--- src/rtl/float_div_16bit_seq.sv ---
// Sequential half-precision divider (float1 / float2), restoring mantissa loop, RNE rounding.
// Optional status flags port enabled by defining FPU_DIV_STATUS_EN.
package fpu_types_pkg;
    localparam int HALF_FLOAT_W    = 16;
    localparam int HALF_EXPONENT_W = 5;
    localparam int HALF_FRACTION_W = 10;
endpackage

module float_div_16bit_seq
    import fpu_types_pkg::*;
(
    input  logic                    CLK,
    input  logic                    RST,
    input  logic                    in_valid,
    output logic                    in_ready,
    input  logic [HALF_FLOAT_W-1:0] float1,
    input  logic [HALF_FLOAT_W-1:0] float2,
    output logic                    out_valid,
    input  logic                    out_ready,
    output logic [HALF_FLOAT_W-1:0] quotient
`ifdef FPU_DIV_STATUS_EN
    ,output logic [4:0]             flags
`endif
);
    localparam int EW = HALF_EXPONENT_W;
    localparam int FW = HALF_FRACTION_W;
    localparam logic [EW-1:0] EXP_MAX = '1;

    typedef enum logic [1:0] {IDLE, DIV, ROUND, DONE} state_t;

    state_t              state_q;
    logic                in_ready_q, out_valid_q;
    logic [HALF_FLOAT_W-1:0] quot_q;
    logic [3:0]          cnt_q;
    logic [FW+1:0]       rem_q;
    logic [FW:0]         div_q;
    logic [FW+2:0]       q_q;
    logic signed [6:0]   exp_q;
    logic                sign_q;

    // Operand decode for the accept cycle
    logic [EW-1:0]       e1, e2;
    logic [FW-1:0]       m1, m2;
    logic                s_x, z1, z2, inf1, inf2, nan1, nan2;
    logic                invalid_d, dbz_d, spec_d;
    logic [HALF_FLOAT_W-1:0] spec_quot_d;
    logic signed [6:0]   exp_d;

    always_comb begin
        e1   = float1[HALF_FLOAT_W-2 -: EW];
        e2   = float2[HALF_FLOAT_W-2 -: EW];
        m1   = float1[FW-1:0];
        m2   = float2[FW-1:0];
        s_x  = float1[HALF_FLOAT_W-1] ^ float2[HALF_FLOAT_W-1];
        z1   = (e1 == '0);
        z2   = (e2 == '0);
        inf1 = (e1 == EXP_MAX) && (m1 == '0);
        inf2 = (e2 == EXP_MAX) && (m2 == '0);
        nan1 = (e1 == EXP_MAX) && (m1 != '0);
        nan2 = (e2 == EXP_MAX) && (m2 != '0);
        invalid_d = nan1 | nan2 | (z1 & z2) | (inf1 & inf2);
        dbz_d     = z2 & ~z1 & ~inf1 & ~nan1;
        spec_d    = invalid_d | z1 | z2 | inf1 | inf2;
        if (invalid_d)
            spec_quot_d = '1;
        else if (z2 || inf1)
            spec_quot_d = {s_x, EXP_MAX, {FW{1'b0}}};
        else
            spec_quot_d = {s_x, {(HALF_FLOAT_W-1){1'b0}}};
        exp_d = $signed({2'b00, e1}) - $signed({2'b00, e2}) + 7'sd15;
    end

    // One restoring step per DIV cycle
    logic          ge;
    logic [FW+1:0] rem_sel;

    always_comb begin
        ge      = rem_q >= {1'b0, div_q};
        rem_sel = ge ? (rem_q - {1'b0, div_q}) : rem_q;
    end

    // Normalise, round to nearest even, then range-check the exponent
    logic [FW-1:0]       mant_pre, mant_r;
    logic                guard, sticky, up, ovf, unf;
    logic signed [6:0]   e_adj, e_rnd;
    logic [FW:0]         mant_sum;
    logic [HALF_FLOAT_W-1:0] round_quot_d;

    always_comb begin
        if (q_q[FW+2]) begin
            mant_pre = q_q[FW+1:2];
            guard    = q_q[1];
            sticky   = q_q[0] | (|rem_q);
            e_adj    = exp_q;
        end else begin
            mant_pre = q_q[FW:1];
            guard    = q_q[0];
            sticky   = |rem_q;
            e_adj    = exp_q - 7'sd1;
        end
        up       = guard & (sticky | mant_pre[0]);
        mant_sum = {1'b0, mant_pre} + {{FW{1'b0}}, up};
        if (mant_sum[FW]) begin
            mant_r = '0;
            e_rnd  = e_adj + 7'sd1;
        end else begin
            mant_r = mant_sum[FW-1:0];
            e_rnd  = e_adj;
        end
        ovf = e_rnd >= 7'sd31;
        unf = e_rnd <= 7'sd0;
        if (ovf)
            round_quot_d = {sign_q, EXP_MAX, {FW{1'b0}}};
        else if (unf)
            round_quot_d = {sign_q, {(HALF_FLOAT_W-1){1'b0}}};
        else
            round_quot_d = {sign_q, e_rnd[EW-1:0], mant_r};
    end

`ifdef FPU_DIV_STATUS_EN
    logic [4:0] flags_q;
    logic [4:0] spec_flags_d, round_flags_d;

    always_comb begin
        spec_flags_d  = {invalid_d, dbz_d & ~invalid_d, 3'b000};
        round_flags_d = {2'b00, ovf, unf, guard | sticky | ovf | unf};
    end

    assign flags = flags_q;
`endif

    always_ff @(posedge CLK) begin
        if (RST) begin
            state_q     <= IDLE;
            in_ready_q  <= 1'b1;
            out_valid_q <= 1'b0;
            quot_q      <= '0;
            cnt_q       <= '0;
            rem_q       <= '0;
            div_q       <= '0;
            q_q         <= '0;
            exp_q       <= '0;
            sign_q      <= 1'b0;
`ifdef FPU_DIV_STATUS_EN
            flags_q     <= '0;
`endif
        end else begin
            case (state_q)
                IDLE: begin
                    if (in_valid) begin
                        sign_q     <= s_x;
                        in_ready_q <= 1'b0;
                        if (spec_d) begin
                            quot_q      <= spec_quot_d;
                            out_valid_q <= 1'b1;
                            state_q     <= DONE;
`ifdef FPU_DIV_STATUS_EN
                            flags_q     <= spec_flags_d;
`endif
                        end else begin
                            rem_q   <= {2'b01, m1};
                            div_q   <= {1'b1, m2};
                            q_q     <= '0;
                            exp_q   <= exp_d;
                            cnt_q   <= '0;
                            state_q <= DIV;
                        end
                    end
                end
                DIV: begin
                    q_q   <= {q_q[FW+1:0], ge};
                    rem_q <= rem_sel << 1;
                    cnt_q <= cnt_q + 4'd1;
                    if (cnt_q == 4'd12)
                        state_q <= ROUND;
                end
                ROUND: begin
                    quot_q      <= round_quot_d;
                    out_valid_q <= 1'b1;
                    state_q     <= DONE;
`ifdef FPU_DIV_STATUS_EN
                    flags_q     <= round_flags_d;
`endif
                end
                DONE: begin
                    if (out_ready) begin
                        out_valid_q <= 1'b0;
                        in_ready_q  <= 1'b1;
                        state_q     <= IDLE;
                    end
                end
                default: begin
                    state_q     <= IDLE;
                    in_ready_q  <= 1'b1;
                    out_valid_q <= 1'b0;
                end
            endcase
        end
    end

    assign in_ready  = in_ready_q;
    assign out_valid = out_valid_q;
    assign quotient  = quot_q;
endmodule

--- config.mk ---
export PLATFORM = sky130hd
export DESIGN_NAME = float_div_16bit_seq
export DESIGN_NICKNAME = d
export VERILOG_FILES = /design/src/rtl/float_div_16bit_seq.sv
export SDC_FILE = /design/constraint.sdc
export NUM_CORES = 1
export LEC_CHECK = 0
export ABC_AREA = 0
export BUFFER_PORTS_ARGS = -buffer_cell sky130_fd_sc_hd__buf_2
export CAP_MARGIN = 10
export CELL_PAD_IN_SITES_DETAIL_PLACEMENT = 0
export CELL_PAD_IN_SITES_GLOBAL_PLACEMENT = 1
export CORE_MARGIN = 2
export CORE_UTILIZATION = 40
export DETAILED_ROUTE_END_ITERATION = 10
export HOLD_SLACK_MARGIN = 0.15
export PLACE_DENSITY = 0.84
export SETUP_SLACK_MARGIN = 0.2
export SLEW_MARGIN = 20
export SYNTH_ARGS = -nofsm -noshare
export SYNTH_HDL_FRONTEND = slang
export SYNTH_SLANG_ARGS = --single-unit
--- constraint.sdc ---
create_clock -name CLK -period 3.33 [get_ports CLK]
set_input_delay 0.1665 -clock CLK [delete_from_list [all_inputs] [get_ports CLK]]
set_output_delay 0.1665 -clock CLK [all_outputs]
set_load 0.03 [all_outputs]
==> Word-level counts from Yosys, hierarchy flattened <==
Index checks and enable logic that the tools add are counted.
{ "totals": {"regBits": 68, "latchBits": 0, "mem_bits_rw": 0, "mem_bits_ro": 0, "inputBits": 36, "out_inout_bits": 18, "n_memories": 0} }
{ "classes": {"addsub": 7, "mul": 0, "div": 0, "n_lt_le_gt_ge": 3, "n_eq_ne": 11, "shift": 0, "n_mux": 35, "bitwise_logic": 14, "n_reduce_logical": 24} }
{ "op_table": {"columns": ["operator", "count"], "rows": [
  ["$mux 16", 3],
  ["$mux 15", 3],
  ["$pmux 16 s2", 1],
  ["$mux 13", 2],
  ["$pmux 13 s2", 1],
  ["$mux 12", 2],
  ["$pmux 12 s2", 1],
  ["$logic_not 10->1", 2],
  ["$mux 10", 2],
  ["$reduce_bool 10->1", 2],
  ["$reduce_and 3->1", 5],
  ["$mux 7", 2],
  ["$ge 12x11->1", 1],
  ["$reduce_or 12->1", 1],
  ["$add 10x1->11", 1],
  ["$mux 11", 1],
  ["$sub 11x11->11", 1],
  ["$eq 5x5->1 const B", 2],
  ["$logic_not 5->1", 2],
  ["$ne 2x2->1 const B", 5],
  ["$or 1x1->1", 9],
  ["$mux 2", 4],
  ["$mux 4", 2],
  ["$pmux 2 s4", 1],
  ["other kinds (24)", 38]
]} }

==> Depth between registers and ports, before layout <==
{ "logic_depth": {"word_depth": 12, "ltp_mapped": 13} }

==> Worst setup path after synthesis <==
Ideal clock, no wire load.
{ "synth_path": {"kind": "flip-flop to flip-flop", "start": "register q_q[12]", "end": "register quot_q[0], in the netlist quotient[0]", "setup_time_ns": 0.103, "arrival_time_ns": 3.412, "required_ns": 3.227, "slack_ns": -0.185, "stages_incl_launch_ff": 14, "n_path_buf": 4, "period_less_slack_ns": 3.515, "cell_sequence": "dfxtp_1 buf_2 buf_2 clkbuf_1 buf_1 mux2_2 ha_1 nand3_1 nor3_2 nand3_1 nor4_4 o32a_2 nand4b_4 a2111oi_2"} }
{ "synth_between": {"elab_chain_cells": 9, "elab_cells_between_ends": 15, "classes_between": "add/sub (2); order compare (2); mux (9); bitwise (2)"} }
{ "synth_lines": {"columns": ["item", "line_no", "source"], "rows": [
  ["from (decl)", "37", "logic [FW+2:0] q_q;"],
  ["from (signal assigned)", "171", "q_q <= {q_q[FW+1:0], ge};"],
  ["$mux 1 or $mux 10 (tied branches)", "90", "if (q_q[FW+2]) begin"],
  ["$or 1x1->1", "101", "up = guard & (sticky | mant_pre[0]);"],
  ["$and 1x1->1", "101", null],
  ["$add 10x1->11", "102", "mant_sum = {1'b0, mant_pre} + {{FW{1'b0}}, up};"],
  ["$mux 7", "103", "if (mant_sum[FW]) begin"],
  ["$le 7x1->1", "111", "unf = e_rnd <= 7'sd0;"],
  ["$mux 15", "114", "else if (unf)"],
  ["$mux 15 *", "112", "if (ovf)"],
  ["$pmux 16 s2 *", "148", "case (state_q)"],
  ["to (signal assigned)", "154", "quot_q <= spec_quot_d;"],
  ["to (signal assigned)", "178", "quot_q <= round_quot_d;"],
  ["to (decl)", "33", "logic [HALF_FLOAT_W-1:0] quot_q;"]
]} }
Every way passes the cells marked *; elsewhere a longest branch is shown, timed or not.
A chain may end at the register's enable or synchronous reset.

==> Final worst setup path <==
{ "layout_path": {"start": "input float2[4]", "end": "register quot_q[0], in the netlist quotient[0]"} }
{ "layout_between": {"elab_chain_cells": 11, "elab_cells_between_ends": 18, "classes_between": "eq/ne (1); mux (4); bitwise (8); reduce/logical (5)"} }
{ "layout_lines": {"columns": ["item", "line_no", "source"], "rows": [
  ["from (decl)", "17", "input logic [HALF_FLOAT_W-1:0] float2,"],
  ["$reduce_bool 10->1", "60", "nan2 = (e2 == EXP_MAX) && (m2 != '0);"],
  ["$logic_and 1x1->1", "60", null],
  ["$or 1x1->1 (3 in a row)", "61", "invalid_d = nan1 | nan2 | (z1 & z2) | (inf1 & inf2);"],
  ["$or 1x1->1 (4 in a row)", "63", "spec_d = invalid_d | z1 | z2 | inf1 | inf2;"],
  ["$ne 2x2->1 (no source line)", null, null],
  ["$reduce_and 3->1 (no source line)", null, null]
]} }
Several ways; a longest one is shown, not always the timed one. The select of a mux whose other input is x is not followed.

==> impl_metrics.py <==
metrics = {
    "outcome": {
        "status": "finished, final reports clean",
    },
    "drt": {
        "drt_pass1_iterations": 5,
        "drt_iter0_markers": 234,
        "drc_errors": 0,
        "viasPerCell": 5.69,
        "dr_total_vias": 4771,
        "postRouteAntennaNets": 0,
        "wl_per_cell_um": 15.4,
        "routed_wl_um": 12900,
    },
    "die": {
        "core_area_um2": 11900,
        "start_util": 0.406,
        "die_w_um": 114,
        "io_pins": 54,
        "row_count": 40,
        "die_area_um2": 13000,
        "die_height_um": 114,
    },
    "synthesis": {
        "avgSynthCellArea_um2": 7.61,
        "synth_edf_count": 0,
        "yosysUniqueCellTypes": 72,
        "synthesis.area_um2": 4830,
        "syn_nets": 700,
        "synth-main-ff-cell": "dfxtp_1",
        "yosysSeqAreaShare": 0.282,
        "ys_warn_count": 0,
        "ys_ff_latch": 68,
        "synthCells": 635,
        "synthArstFlopShare": 0,
    },
    "placement": {
        "gp_congestion": 0.945,
        "place_inst": 807,
        "placed_cell_area_um2": 5240,
        "post-place-ws_ps": 164,
        "place_hpwl_um": 9520,
        "port_buffers": 53,
    },
    "cells_and_area": {
        "drive_gt1_frac": 0.164,
        "seq_area_um2": 1370,
        "multi_input_area_um2": 3230,
        "design_area_um2": 5710,
        "fin_cells": 838,
        "nFillCells": 1171,
        "synthToLayoutAreaGrowth_pct": 18.2,
        "final_util": 0.479,
        "nets": 751,
        "antenna_cells": 0,
    },
    "setup_path": {
        "critPathMaxStageDelay_ps": 560,
        "reg2reg_from": "exp_q[0]",
        "rrSetupSlack_ps": 380,
        "endpoint": "quotient[0]",
        "rr_worst_depth": 10,
        "cpLargestDelayFamily": "compound AO/OA/AOI/OAI gates",
        "worstSetupPathType": "in2reg",
        "crit_fanout": 5,
        "endpoint_kind": "flop",
        "reg2reg_to": "quotient[9]",
        "crit_arrival_ps": 3140,
        "critPathBufInv": 2,
        "cp_slowest_cell": "a2111oi_0",
        "cp_num_cells": 9,
        "path_cells": "dlygate4sd3_1 > buf_2 > or4_1 > nor4_1 > o21ai_0 > a21oi_1 > nor2_1 > a2111oi_0 > a2111oi_2",
        "crit_start": "float2[4]",
        "start_kind": "primary input",
        "required_ps": 3510,
    },
    "clocking": {
        "tritoncts.num_buffers": 9,
        "cts.sinks": 68,
        "clk_pin_slew_worst_paths_ps": 60,
        "clock_path_buffers": 2,
        "cts_htree_levels": 3,
        "cts_tree": "built",
        "clock-root-buffer": "clkbuf_16",
        "worst_skew_pair.late_latency_ps": 340,
    },
    "sta": {
        "slew_viol_final": 0,
        "fin_ws_ps": 376,
        "hold_viol": 0,
        "fmax_mhz": 339,
        "hold_slack_ps": 160,
        "timing.slew.headroom": 0.457,
        "worstMarginPinSlew_ps": 812,
        "fin_skew_ps": 6.78,
        "tns_ps": 0,
        "rsz0062_at_grt": "false",
        "setup-violations-final": 0,
        "period_needed_ps": 2950,
        "finalCritPeriodShare": 0.887,
    },
    "grt": {
        "grt_overflow": 0,
        "antenna_found_initial": 0,
        "grt_pass1_vias": 4528,
        "grt_pass1_wl_um": 21700,
        "track_usage": 0.206,
        "grt_max_degree": 60,
    },
    "worst_hold_path": {
        "hp-class": "in2reg",
    },
    "pwr": {
        "vdd_drop_max_mv": 0.568,
        "power_mw": 5.01,
        "leakage_nw": 2.25,
        "powerDensity_nw_per_um2": 877,
    },
    "flow_run": {
        "drv_cap": 0,
    },
}
cell usage after synthesis, types with 4 or more instances:
library cell  instances  area, µm²
nor4_1               12       75.1
nor3_1                8       40.0
a311oi_1              5       43.8
mux2i_1              10        100
xnor2_1              19        166
dfxtp_1              68       1360
o41ai_1               4       35.0
nor2b_1              10       62.6
o21ai_0              38        190
clkbuf_1             28        105
nor2_1               51        191
mux2_2                4       45.0
ha_1                 27        338
a31oi_1               4       25.0
a21boi_0              4       30.0
nand2_1              67        251
buf_1                 4       15.0
a21oi_1              60        300
buf_2                 4       20.0
or3_1                 4       25.0
a211oi_1             16        120
o211a_1               4       40.0
inv_1                38        143
and3_1                7       43.8
and2_1                7       43.8
o22ai_1               5       31.3
nand2b_1             11       68.8
nand3_1              36        180
xor2_1                8       70.1
nand4_1               9       56.3
a2111oi_2             4       60.1
registers in the layout (all words and copies together), names as in the netlist:
signal	count
sign_q	1
in_ready	1
q_q	13
cnt_q	4
rem_q	12
state_q	2
exp_q	7
out_valid	1
div_q	11
quotient	16
layer usage:
metal / wire length, µm / GRT usage / vias up
met3: 614 / 0.0340 / 14
li1: - / - / 2394
met1: 5830 / 0.268 / 2233
met4: 223 / 0.0569 / 0
met5: 0 / 0 / -
met2: 6250 / 0.354 / 130
worst min-delay path, cell delays in order:
cell and delay, ps:
buf_2 100, nor2_1 100, o41ai_1 70
power by group:
| group | internal [mW] | switching (mW) | total, mW |
|---|---|---|---|
| logic | 1.10 | 1.78 | 2.88 |
| clock network | 0.579 | 0.367 | 0.946 |
| registers | 1.00 | 0.179 | 1.18 |
| total | 2.68 | 2.33 | 5.01 |
worst min path at each step:
stage / slack, ps / to / cells after the start / start
3_5_place_dp: 430 / div_q[0] / 3 / float2[0]
6_report: 160 / rem_q[9] / 3 / float1[9]
3_3_place_gp: 420 / div_q[4] / 3 / float2[4]
4_1_cts: 150 / rem_q[9] / 3 / float1[9]
5_1_grt: 160 / rem_q[9] / 3 / float1[9]
2_1_floorplan: 300 / div_q[2] / 2 / float2[2]
cell families (layout without fill, tap and decap cells):
| family | count (synthesis) | in the layout | share of synthesized area |
|---|---|---|---|
| adder cells (fa/ha/maj) | 29 | 29 | 0.0782 |
| AND/OR/NAND/NOR | 238 | 238 | 0.249 |
| buffers and inverters | 76 | 132 | 0.0619 |
| flip-flops | 68 | 68 | 0.282 |
| AO/OA/AOI/OAI | 183 | 183 | 0.250 |
| XOR/XNOR | 27 | 27 | 0.0489 |
| multiplexers | 14 | 14 | 0.0300 |
what timing repair did:
action	in CTS	in global routing
endpoints found under the hold margin	13	0
setup buffers	0	2
resized for setup	2	7
gates cloned	0	0
pin swaps	0	1
endpoints found under the setup margin	5	10
hold buffers	13	0
cells in the final DEF (no fill, tap or decap), types with 19 or more instances in the layout:
cell / n
a21oi_1: 60
buf_2: 53
dfxtp_1: 65
ha_1: 26
inv_1: 38
nand2_1: 67
nand3_1: 35
nor2_1: 51
o21ai_0: 38
xnor2_1: 19
final cells by class:
| cell class | count | area share |
|---|---|---|
| clock buffer | 10 | 0.0401 |
| multi-input combinational | 491 | 0.566 |
| timing repair buffer | 78 | 0.0857 |
| inverter | 38 | 0.0250 |
| clock inverter | 6 | 0.0112 |
| sequential | 68 | 0.240 |
| tap | 147 | 0.0322 |
No activity file was read; power rests on OpenSTA's default activity.
